**config.mk**
```make
export PLATFORM = sky130hd
export DESIGN_NAME = uart_rx_fifo
export DESIGN_NICKNAME = d
export VERILOG_FILES = /design/src/rtl/uart_rx_fifo_pkg.sv /design/src/rtl/fifo_mem.sv /design/src/rtl/uart_rx_fifo.sv
export SDC_FILE = /design/constraint.sdc
export NUM_CORES = 1
export LEC_CHECK = 0
export BUFFER_PORTS_ARGS = -buffer_cell sky130_fd_sc_hd__clkbuf_2
export CORE_ASPECT_RATIO = 1.25
export CORE_MARGIN = 5
export CORE_UTILIZATION = 65
export DETAILED_ROUTE_END_ITERATION = 8
export PLACE_DENSITY = 0.81
export SLEW_MARGIN = 15
export SYNTH_ARGS = -nofsm -noshare
export SYNTH_HDL_FRONTEND = slang
export SYNTH_SLANG_ARGS = --single-unit
```
**constraint.sdc**
```tcl
create_clock -name clk -period 4.41 [get_ports clk]
set_input_delay 0.6615 -clock clk [delete_from_list [all_inputs] [get_ports clk]]
set_output_delay 0.6615 -clock clk [all_outputs]
set_load 0.02 [all_outputs]
```
**src/rtl/uart_rx_fifo_pkg.sv**
```systemverilog
// Shared UART receive-path constants: data width, default FIFO sizing and
// status-register bit positions used by the bus interface.
package uart_rx_fifo_pkg;

   localparam int UART_DATA_W     = 8;
   localparam int RX_FIFO_DEPTH   = 16;
   localparam int RX_FIFO_ADDR_W  = 4;
   localparam int RX_FIFO_THRESH  = 8;

   localparam int STAT_RX_AVAIL_BIT = 0;
   localparam int STAT_OVERFLOW_BIT = 1;
   localparam int STAT_LEVEL_BIT    = 2;

   typedef struct packed {
      logic rx_available;
      logic overflow;
      logic level_hit;
   } rx_status_t;

   // Places the FIFO flags at their status-register bit positions.
   function automatic logic [7:0] pack_rx_status(input rx_status_t st);
      logic [7:0] word;
      word                    = 8'h00;
      word[STAT_RX_AVAIL_BIT] = st.rx_available;
      word[STAT_OVERFLOW_BIT] = st.overflow;
      word[STAT_LEVEL_BIT]    = st.level_hit;
      return word;
   endfunction

endpackage

```
**src/rtl/fifo_mem.sv**
```systemverilog
// DEPTH x DATA_W register array: synchronous write, asynchronous read.
// Shared by the RX and TX FIFOs; holds no reset since contents are don't-care.
module fifo_mem
   import uart_rx_fifo_pkg::*;
#(
   parameter int DEPTH  = RX_FIFO_DEPTH,
   parameter int ADDR_W = RX_FIFO_ADDR_W,
   parameter int DATA_W = UART_DATA_W
) (
   input  logic              clk,
   input  logic              we,
   input  logic [ADDR_W-1:0] waddr,
   input  logic [DATA_W-1:0] wdata,
   input  logic [ADDR_W-1:0] raddr,
   output logic [DATA_W-1:0] rdata
);

   logic [DATA_W-1:0] mem [DEPTH];

   always_ff @(posedge clk) begin
      if (we) mem[waddr] <= wdata;
   end

   assign rdata = mem[raddr];

endmodule

```
**src/rtl/uart_rx_fifo.sv**
```systemverilog
// UART receive buffer: circular first-word-fall-through byte FIFO with
// count, threshold, full/empty and sticky overflow reporting.
module uart_rx_fifo
   import uart_rx_fifo_pkg::*;
#(
   parameter int DEPTH  = RX_FIFO_DEPTH,
   parameter int ADDR_W = RX_FIFO_ADDR_W,
   parameter int THRESH = RX_FIFO_THRESH
) (
   input  logic                   clk,
   input  logic                   rst,
   input  logic [UART_DATA_W-1:0] wr_data,
   input  logic                   wr_valid,
   input  logic                   rd_en,
   input  logic                   flush,
   input  logic                   clr_ovf,
   output logic [UART_DATA_W-1:0] rd_data,
   output logic                   empty,
   output logic                   full,
   output logic [ADDR_W:0]        count,
   output logic                   level_hit,
   output logic                   overflow
);

   localparam logic [ADDR_W:0] DEPTH_C  = (ADDR_W+1)'(DEPTH);
   localparam logic [ADDR_W:0] THRESH_C = (ADDR_W+1)'(THRESH);

   logic [ADDR_W-1:0]      wr_ptr;
   logic [ADDR_W-1:0]      rd_ptr;
   logic [ADDR_W:0]        count_q;
   logic                   overflow_q;
   logic                   do_pop;
   logic                   do_push;
   logic                   drop;
   logic [UART_DATA_W-1:0] mem_rdata;

   // A pop frees the slot, so a push into a full FIFO with a pop is accepted.
   assign do_pop  = rd_en && (count_q != '0);
   assign do_push = wr_valid && ((count_q != DEPTH_C) || do_pop);
   assign drop    = wr_valid && !do_push;

   always_ff @(posedge clk or posedge rst) begin
      if (rst) begin
         wr_ptr     <= '0;
         rd_ptr     <= '0;
         count_q    <= '0;
         overflow_q <= 1'b0;
      end else if (flush) begin
         wr_ptr     <= '0;
         rd_ptr     <= '0;
         count_q    <= '0;
         overflow_q <= 1'b0;
      end else begin
         if (do_push) wr_ptr <= wr_ptr + ADDR_W'(1);
         if (do_pop)  rd_ptr <= rd_ptr + ADDR_W'(1);
         case ({do_push, do_pop})
            2'b10:   count_q <= count_q + (ADDR_W+1)'(1);
            2'b01:   count_q <= count_q - (ADDR_W+1)'(1);
            default: count_q <= count_q;
         endcase
         if (drop)         overflow_q <= 1'b1;
         else if (clr_ovf) overflow_q <= 1'b0;
      end
   end

   fifo_mem #(
      .DEPTH  (DEPTH),
      .ADDR_W (ADDR_W),
      .DATA_W (UART_DATA_W)
   ) u_mem (
      .clk   (clk),
      .we    (do_push && !flush),
      .waddr (wr_ptr),
      .wdata (wr_data),
      .raddr (rd_ptr),
      .rdata (mem_rdata)
   );

   assign count     = count_q;
   assign empty     = (count_q == '0);
   assign full      = (count_q == DEPTH_C);
   assign level_hit = (count_q >= THRESH_C);
   assign overflow  = overflow_q;
   assign rd_data   = empty ? '0 : mem_rdata;

endmodule
```
==> results of run 1 <==
## metal layers
metal  routed length [um]  vias up  GRT usage (%)
met1                 4530     1574           29.8
met5                    0        -              0
met2                 6490      117           42.0
li1                     -     1344              -
met3                  669       16           7.10
met4                  191        0           8.06
## placed cells by master, fill, tap and decap left out, types with 2 or more instances in the layout
cell / Yosys / layout
clkbuf_1: 7 / 7
edfxtp_1: 128 / 128
nand3_1: 3 / 3
clkbuf_2: 0 / 30
nand2b_1: 2 / 2
o211ai_1: 3 / 3
inv_1: 10 / 10
buf_4: 0 / 2
nor2b_1: 3 / 3
clkbuf_16: 0 / 17
xor2_1: 6 / 6
o21bai_1: 2 / 2
nor4_1: 2 / 2
dfrtp_1: 14 / 13
o22ai_1: 8 / 8
o2111ai_1: 2 / 2
clkinv_1: 0 / 4
nor2_1: 28 / 28
a21oi_1: 3 / 3
or2_2: 3 / 3
mux4_2: 32 / 32
nand2_1: 5 / 5
o21ai_2: 2 / 2
and3_1: 3 / 3
mux2i_1: 20 / 20
ha_1: 8 / 8
## logic make-up (layout without fill, tap and decap cells)
| group | Yosys count | count (layout) | synth area share, % |
|---|---|---|---|
| mux | 53 | 53 | 15.7 |
| compound gates | 29 | 29 | 4.32 |
| simple gates | 54 | 54 | 4.36 |
| xor+xnor | 7 | 7 | 1.03 |
| fa+ha+maj | 9 | 9 | 2.02 |
| buf+inv | 27 | 71 | 1.98 |
| flops | 142 | 142 | 70.6 |
## power by group
| part | internal (W) | switching (W) | leakage, nW | total, W |
|---|---|---|---|---|
| registers | 0.00150 | 0.0000575 | 1.34 | 0.00156 |
| logic | 0.000311 | 0.000409 | 0.669 | 0.000720 |
| clock network | 0.000698 | 0.000480 | 0.228 | 0.00118 |
## flip-flops by register name, summed over array words and instances, names as in the netlist
name	cells
u_mem.mem	128
rd_ptr	4
wr_ptr	4
overflow	1
count	5
## worst min-delay path by stage
stage | startpoint | end | depth (start not counted)
after CTS | rst | count[2]$_DFFE_PP0P_ | 2
final | rst | count[2]$_DFFE_PP0P_ | 2
after detailed placement | overflow$_DFFE_PP0P_ | overflow$_DFFE_PP0P_ | 2
after global routing | rst | count[2]$_DFFE_PP0P_ | 2
after global placement | overflow$_DFFE_PP0P_ | overflow$_DFFE_PP0P_ | 2
after floorplan | rst | count[0]$_DFFE_PP0P_ | 1
## final cells by class
class                   instances  area (sq um)  area share (%)
repair buffers                 32           165            2.48
well taps                     123           154            2.31
inverters                      10          37.5           0.564
clock buffers                  24           452            6.79
flip-flops and latches        142          4200            63.0
clock inverters                 5          20.0           0.301
multi-input cells             152          1630            24.5
## critical path, cell delays in order (launching register included)
cell and delay, ns:
dfrtp_2 0.63, buf_4 0.46, mux4_2 0.56, mux2i_1 0.24, o22ai_1 0.15, clkbuf_2 0.20
## per-stage QoR
step / hold WS (ns) / power, W
floorplan: 0.550 / 0.00213
global placement: 0.524 / 0.00229
detailed placement: 0.557 / 0.00231
CTS: 0.286 / 0.00348
global route: 0.324 / 0.00362
finish: 0.285 / 0.00346
==> run summary, run 1 <==
HP Class -> in2async
CP endpoint kind -> output port
Worst Setup Start Kind -> flip-flop
Rel. slew slack -> 27.8%
Core Region -> 0.00903 sq mm
Post-route DRC -> 0
Max_cap viols -> 0
Worst Reg-to-Reg Cells -> 9
Fill count -> 522
Sequential area share after synthesis -> 70.6%
Post-synth ARST share -> 9.86%
Syn Inst Count -> 321
Clock root buffer -> clkbuf_16
Inserted Diodes -> 0
Post-CTS Hold Buffers -> 0
Worst vdd ir -> 0.362 mV
Main flop type after synthesis -> edfxtp_1
DP Area -> 0.00618 sq mm
Dpl cells -> 459
RSZ-0062 raised after global routing -> no
Drt total wl -> 11.9 mm
Final nets -> 378
Reg2reg end -> count[4]$_DFFE_PP0P_
Chip width -> 95.5 um
Routed WL per cell -> 24.3 um
Die Height -> 117 um
Max Clk Rate -> 300 MHz
Post-synth EDFFs -> 128
Status -> completed
Io pins -> 31
Initial Utilization -> 65.8%
Final GP Congestion -> 0.768
Pre-Repair DR Iteration Count -> 4
Setup TNS -> 0 ns
Slew @ Worst Pin -> 1.08 ns
Crit Path Max Fanout -> 22
Clk slew on worst S/H paths -> 0.05 ns
Clk sinks -> 142
Layout cell share with drive strength beyond 1 -> 26.3%
Synthesized cell area -> 0.00594 sq mm
#FFs+latches synth -> 142
Clk_skew -> 0.00718 ns
Maximum number of pins on one net before global-route repair -> 27
Arrival time worst endpoint -> 2.67 ns
GRT Total Usage -> 24.4%
Pins Over Slew Limit -> 0
Crit Path Class -> reg2out
Most frequent cell after synthesis -> edfxtp_1
Dominant cell type by area after synthesis -> edfxtp_1
CTS resizes -> 0
CTS tree -> yes
Leak -> 2.24 nW
PnR worst setup slack -> 1.08 ns
FP Rows -> 39
Final std cell area, no fill -> 0.00666 sq mm
Yosys top cell area share -> 64.7%
Syn_area_per_cell -> 18.5 sq um
Vias -> 3051
Final HPWL from detailed placement -> 7.37 mm
Final Hold Fails -> 0
Vias in the first global route -> 3266
CP endpoint -> rd_data[6]
Synth Warn # -> 0
Crit path from -> rd_ptr[0]$_DFFE_PP0P_
Final core occ -> 73.7%
Synth top area cells -> edfxtp_1 65%, mux4_2 12%, dfrtp_1 5.9%, mux2i_1 3.4%, nor2_1 1.8%
Syn Nets -> 344
Setup violations, final -> 0
FF-to-FF setup slack -> 1.53 ns
Dpl ws -> 1.47 ns
R2r startpoint -> count[3]$_DFFE_PP0P_
Number of buffers created by CTS -> 17
Post-DR vias/cell -> 6.25
Setup Fix Bufs, Post-CTS -> 0
Period utilisation layout -> 75.5%
Final min period -> 3.33 ns
Pwr dens -> 520 mW/mm^2
Area growth from synthesis to layout -> 12.0%
First-pass GRT wire length -> 18.8 mm
DRT iter0 DRCs -> 221
CP Data Required Time -> 3.75 ns
Worst-case clock buffer depth -> 2
Synth cell types -> 42
Clk_lat worst skew -> 0.41 ns
Area of the die -> 0.0112 sq mm
ANT nets after route -> 0
Synth cell count leaders -> 128 x edfxtp_1, 32 x mux4_2, 28 x nor2_1
Grt total ovfl -> 0
I/O Buffers -> 30
Final cell count without fillers -> 488
H-Tree Depth -> 4
Initial antenna violation count -> 0
Power figures use the tool's default switching activity.
==> run 2, diff against run 1 <==
Settings changed: CORE_UTILIZATION 65 to 60, PLACE_DENSITY 0.81 to 0.75.
Clock period 4.41 ns to 3.1 ns, I/O delays scaled along.
==> run 2 against run 1 <==
Clock-buffer cell count fell by 5. Sequential power rose by 41%. Final cell count rose by 5.3%. Clock power rose by 89%. Register-to-register slack got worse by 1.2 ns. Core utilization fell by 1.2 points. Non-clock buffer count rose by 20. Critical path type unchanged.
==> run summary, run 2 (synthesis results as in run 1) <==
Final cell count without fillers -> 514
GRT Total Usage -> 21.9%
Final Hold Fails -> 0
Chip width -> 99.0 um
Drt total wl -> 11.7 mm
Crit Path Max Fanout -> 13
Pwr dens -> 784 mW/mm^2
H-Tree Depth -> 4
CP endpoint -> rd_data[6]
Setup Fix Bufs, Post-CTS -> 0
Final nets -> 398
CTS tree -> yes
CTS resizes -> 0
Rel. slew slack -> 59.3%
Crit path buf inv count -> 2
R2r startpoint -> count[3]$_DFFE_PP0P_
Post-DR vias/cell -> 6.01
Vias -> 3087
I/O Buffers -> 30
Worst vdd ir -> 0.507 mV
Status -> completed
Cells along the critical path -> buf_4 -> mux4_2 -> mux2i_1 -> o22ai_1 -> clkbuf_2
ANT nets after route -> 0
Final GP Congestion -> 0.819
Vias in the first global route -> 3258
Max reg flops -> 128
CP Data Required Time -> 2.63 ns
Crit path from -> rd_ptr[0]$_DFFE_PP0P_
Final std cell area, no fill -> 0.00700 sq mm
Core Region -> 0.00966 sq mm
Reg2reg end -> count[4]$_DFFE_PP0P_
Clk_skew -> 0.0140 ns
Grt total ovfl -> 0
Post-CTS Hold Buffers -> 0
Clock root buffer -> clkbuf_16
Number of buffers created by CTS -> 17
CP endpoint kind -> output port
Slowest CP cell -> mux4_2
Final HPWL from detailed placement -> 7.02 mm
FF-to-FF setup slack -> 0.35 ns
Initial antenna violation count -> 0
Period utilisation layout -> 94.1%
Area of the die -> 0.0120 sq mm
Routed WL per cell -> 22.7 um
Pins Over Slew Limit -> 0
Layout cell share with drive strength beyond 1 -> 33.5%
Leak -> 2.43 nW
Final min period -> 2.92 ns
DP Area -> 0.00634 sq mm
Crit Path Class -> reg2out
Setup violations, final -> 0
Slew @ Worst Pin -> 0.610 ns
Critical path depth -> 5
RSZ-0062 raised after global routing -> no
CP max stage delay -> 0.55 ns
Worst Reg-to-Reg Cells -> 9
Max_cap viols -> 0
Clk_lat worst skew -> 0.41 ns
Dpl cells -> 482
HP Class -> in2async
DRT iter0 DRCs -> 224
Pre-Repair DR Iteration Count -> 4
Post-route DRC -> 0
Worst-case clock buffer depth -> 2
Max Clk Rate -> 343 MHz
FP Rows -> 40
Area growth from synthesis to layout -> 17.8%
Arrival time worst endpoint -> 2.45 ns
Io pins -> 31
Worst Setup Start Kind -> flip-flop
Maximum number of pins on one net before global-route repair -> 24
Most frequent cells in the layout -> 128 x edfxtp_1, 32 x mux4_2, 30 x clkbuf_2
Biggest register -> u_mem.mem
Initial Utilization -> 61.5%
Setup TNS -> 0 ns
Inserted Diodes -> 0
Clk slew on worst S/H paths -> 0.06 ns
First-pass GRT wire length -> 18.8 mm
Clk sinks -> 142
CP delay by family, top -> multiplexers
Most common cell after layout, fill and taps aside -> edfxtp_1
Die Height -> 121 um
Final core occ -> 72.5%
-- run 2: worst register-to-register path, stage by stage (launching register included) --
cell,delay (ns)
dfrtp_1,0.41
or4_4,0.67
o21ai_2,0.23
nand2b_1,0.18
inv_1,0.09
ha_1,0.30
or2_2,0.33
o21a_1,0.13
o2111ai_1,0.19
a21oi_1,0.09
-- run 2: final cells by class --
cell class                 count  area [sq um]
multi-input combinational    152          1630
sequential                   142          4200
fill                         580          2660
tap                          126           158
timing repair buffer          52           315
inverter                      10          37.5
clock buffer                  19           453
clock inverter                13           211
-- run 2: metal layers --
metal  up-vias  GRT usage (%)  routed length (um)
met4         0           7.09                 161
li1       1378              -                   -
met1      1568           27.1                4440
met2       131           37.1                6270
met3        10           6.33                 800
met5         -              0                   0
-- run 2: how the worst min path moves through the flow --
| stage | endpoint | cells past startpoint | from | slack [ns] |
|---|---|---|---|---|
| 3_5_place_dp | rd_ptr[3]$_DFFE_PP0P_ | 2 | rd_ptr[3]$_DFFE_PP0P_ | 0.53 |
| 3_3_place_gp | rd_ptr[3]$_DFFE_PP0P_ | 2 | rd_ptr[3]$_DFFE_PP0P_ | 0.52 |
| 6_report | count[1]$_DFFE_PP0P_ | 2 | rst | 0.1 |
| 5_1_grt | count[1]$_DFFE_PP0P_ | 2 | rst | 0.12 |
| 4_1_cts | count[1]$_DFFE_PP0P_ | 2 | rst | 0.1 |
| 2_1_floorplan | count[0]$_DFFE_PP0P_ | 1 | rst | 0.35 |
-- run 2: report_power, final --
part,switching [W],internal (W)
Sequential,0.0000620,0.00214
Clock,0.000756,0.00147
Combinational,0.000603,0.000460
-- run 2: per-stage QoR --
step	power, W	hold WS (ns)	worst slack [ns]
finish	0.00549	0.0992	0.184
global route	0.00573	0.124	0.0218
CTS	0.00554	0.0988	0.136
detailed placement	0.00330	0.532	0.381
global placement	0.00328	0.522	0.437
floorplan	0.00303	0.354	0.393
==> run 3, diff against run 2 <==
Settings changed: CORE_MARGIN 5 to 2.
==> run 3 against run 2 <==
Critical path depth unchanged. Clock power down 12%. Register-to-register slack worse by 0.03 ns. Largest cell class unchanged. Largest power group is now sequential cells. Highest routed layer unchanged.
==> run summary, run 3 (synthesis results as in run 1) <==
Status -> completed
Core Region -> 0.00961 sq mm
Initial antenna violation count -> 0
GRT Total Usage -> 24.0%
Area growth from synthesis to layout -> 16.5%
Crit Path Max Fanout -> 15
Clk sinks -> 142
Io pins -> 31
Rel. slew slack -> 62.6%
Chip width -> 93.0 um
Max Clk Rate -> 350 MHz
Inserted Diodes -> 0
Worst vdd ir -> 0.493 mV
Arrival time worst endpoint -> 2.39 ns
Initial Utilization -> 61.9%
HP Class -> in2async
Final GP Congestion -> 0.764
Final HPWL from detailed placement -> 7.34 mm
Final nets -> 396
Vias in the first global route -> 3163
Clock root buffer -> clkbuf_16
Pins Over Slew Limit -> 0
Leak -> 2.40 nW
CTS tree -> yes
H-Tree Depth -> 4
Pre-Repair DR Iteration Count -> 4
Worst Setup Start Kind -> flip-flop
Clk_skew -> 0.00691 ns
Post-route DRC -> 0
CP endpoint kind -> output port
Routed WL per cell -> 22.3 um
Number of buffers created by CTS -> 17
Maximum number of pins on one net before global-route repair -> 33
Drt total wl -> 11.4 mm
Clk_lat worst skew -> 0.41 ns
Hold WS -> 0.0827 ns
Fill count -> 613
Crit path from -> rd_ptr[0]$_DFFE_PP0P_
Die Height -> 115 um
Final Hold Fails -> 0
Slew @ Worst Pin -> 0.561 ns
RSZ-0062 raised after global routing -> no
Crit Path Class -> reg2out
Pwr dens -> 756 mW/mm^2
Worst-case clock buffer depth -> 2
Most common cell after layout, fill and taps aside -> edfxtp_1
Period utilisation layout -> 92.2%
ANT nets after route -> 0
Clk slew on worst S/H paths -> 0.06 ns
Biggest register -> u_mem.mem
DP Area -> 0.00635 sq mm
Setup violations, final -> 0
Max reg flops -> 128
CTS resizes -> 0
Post-CTS Hold Buffers -> 0
Post-DR vias/cell -> 5.99
Most frequent cells in the layout -> 128 x edfxtp_1, 32 x mux4_2, 30 x clkbuf_2
Max_cap viols -> 0
Final std cell area, no fill -> 0.00693 sq mm
CP Data Required Time -> 2.63 ns
R2r startpoint -> count[3]$_DFFE_PP0P_
FP Rows -> 40
Area of the die -> 0.0107 sq mm
First-pass GRT wire length -> 18.0 mm
Grt total ovfl -> 0
Setup Fix Bufs, Post-CTS -> 0
I/O Buffers -> 30
Final min period -> 2.86 ns
Layout cell share with drive strength beyond 1 -> 32.6%
Vias -> 3065
DRT iter0 DRCs -> 226
Setup TNS -> 0 ns
## run 3: cell count changes in the layout (fill, tap and decap cells not counted), sizes merged
cell      change
buf           -2
bufinv        -2
clkbuf        -2
clkinv        +7
clkinvlp      -2
inv           -1
## run 3: final cells by class
cell class	instances	area (sq um)	area share [%]
multi-input combinational	152	1630	23.6
timing repair buffer	50	325	4.70
sequential	142	4200	60.6
clock buffer	17	425	6.14
clock inverter	15	153	2.20
tap	126	158	2.28
inverter	10	37.5	0.542
## run 3: metal layers
metal  share of wire [%]  vias up  track usage, %
met5                   0        -               0
met4                 1.6        0            10.1
met3                 5.7       14            6.23
met2                  53       91            39.5
met1                  40     1576            30.9
li1                    -     1384               -
## run 3: stage by stage
step	total power, W	instances	setup WS, ns	util, %
floorplan	0.00303	321	0.393	-
global route	0.00545	512	0.0117	72.1
CTS	0.00528	512	0.137	72.1
global placement	0.00330	480	0.437	66.1
finish	0.00523	512	0.242	72.1
detailed placement	0.00332	480	0.344	66.1
## run 3: report_power, final
part           leakage, nW  total, W  internal [W]  switching, W
Sequential            1.34   0.00220       0.00214     0.0000653
Clock                0.287   0.00197       0.00124      0.000725
Combinational        0.773   0.00106      0.000469      0.000594
## run 3: worst paths after layout
kind,to,slack (ns),cells after the start
setup / recovery,rd_data[0],0.24,5
hold / removal,wr_ptr[0]$_DFFE_PP0P_,0.08,2
setup reg to reg,count[4]$_DFFE_PP0P_,0.32,9
hold reg to reg,overflow$_DFFE_PP0P_,0.55,2
max in group asynchronous,rd_ptr[0]$_DFFE_PP0P_,2.62,2
min in group clk,overflow$_DFFE_PP0P_,0.30,3
## run 3: critical path, cell delays in order, from the launching register on
cell      delay [ns]
dfrtp_2         0.58
buf_12          0.23
mux4_2          0.53
mux2i_1         0.31
o22ai_1         0.15
clkbuf_2        0.18
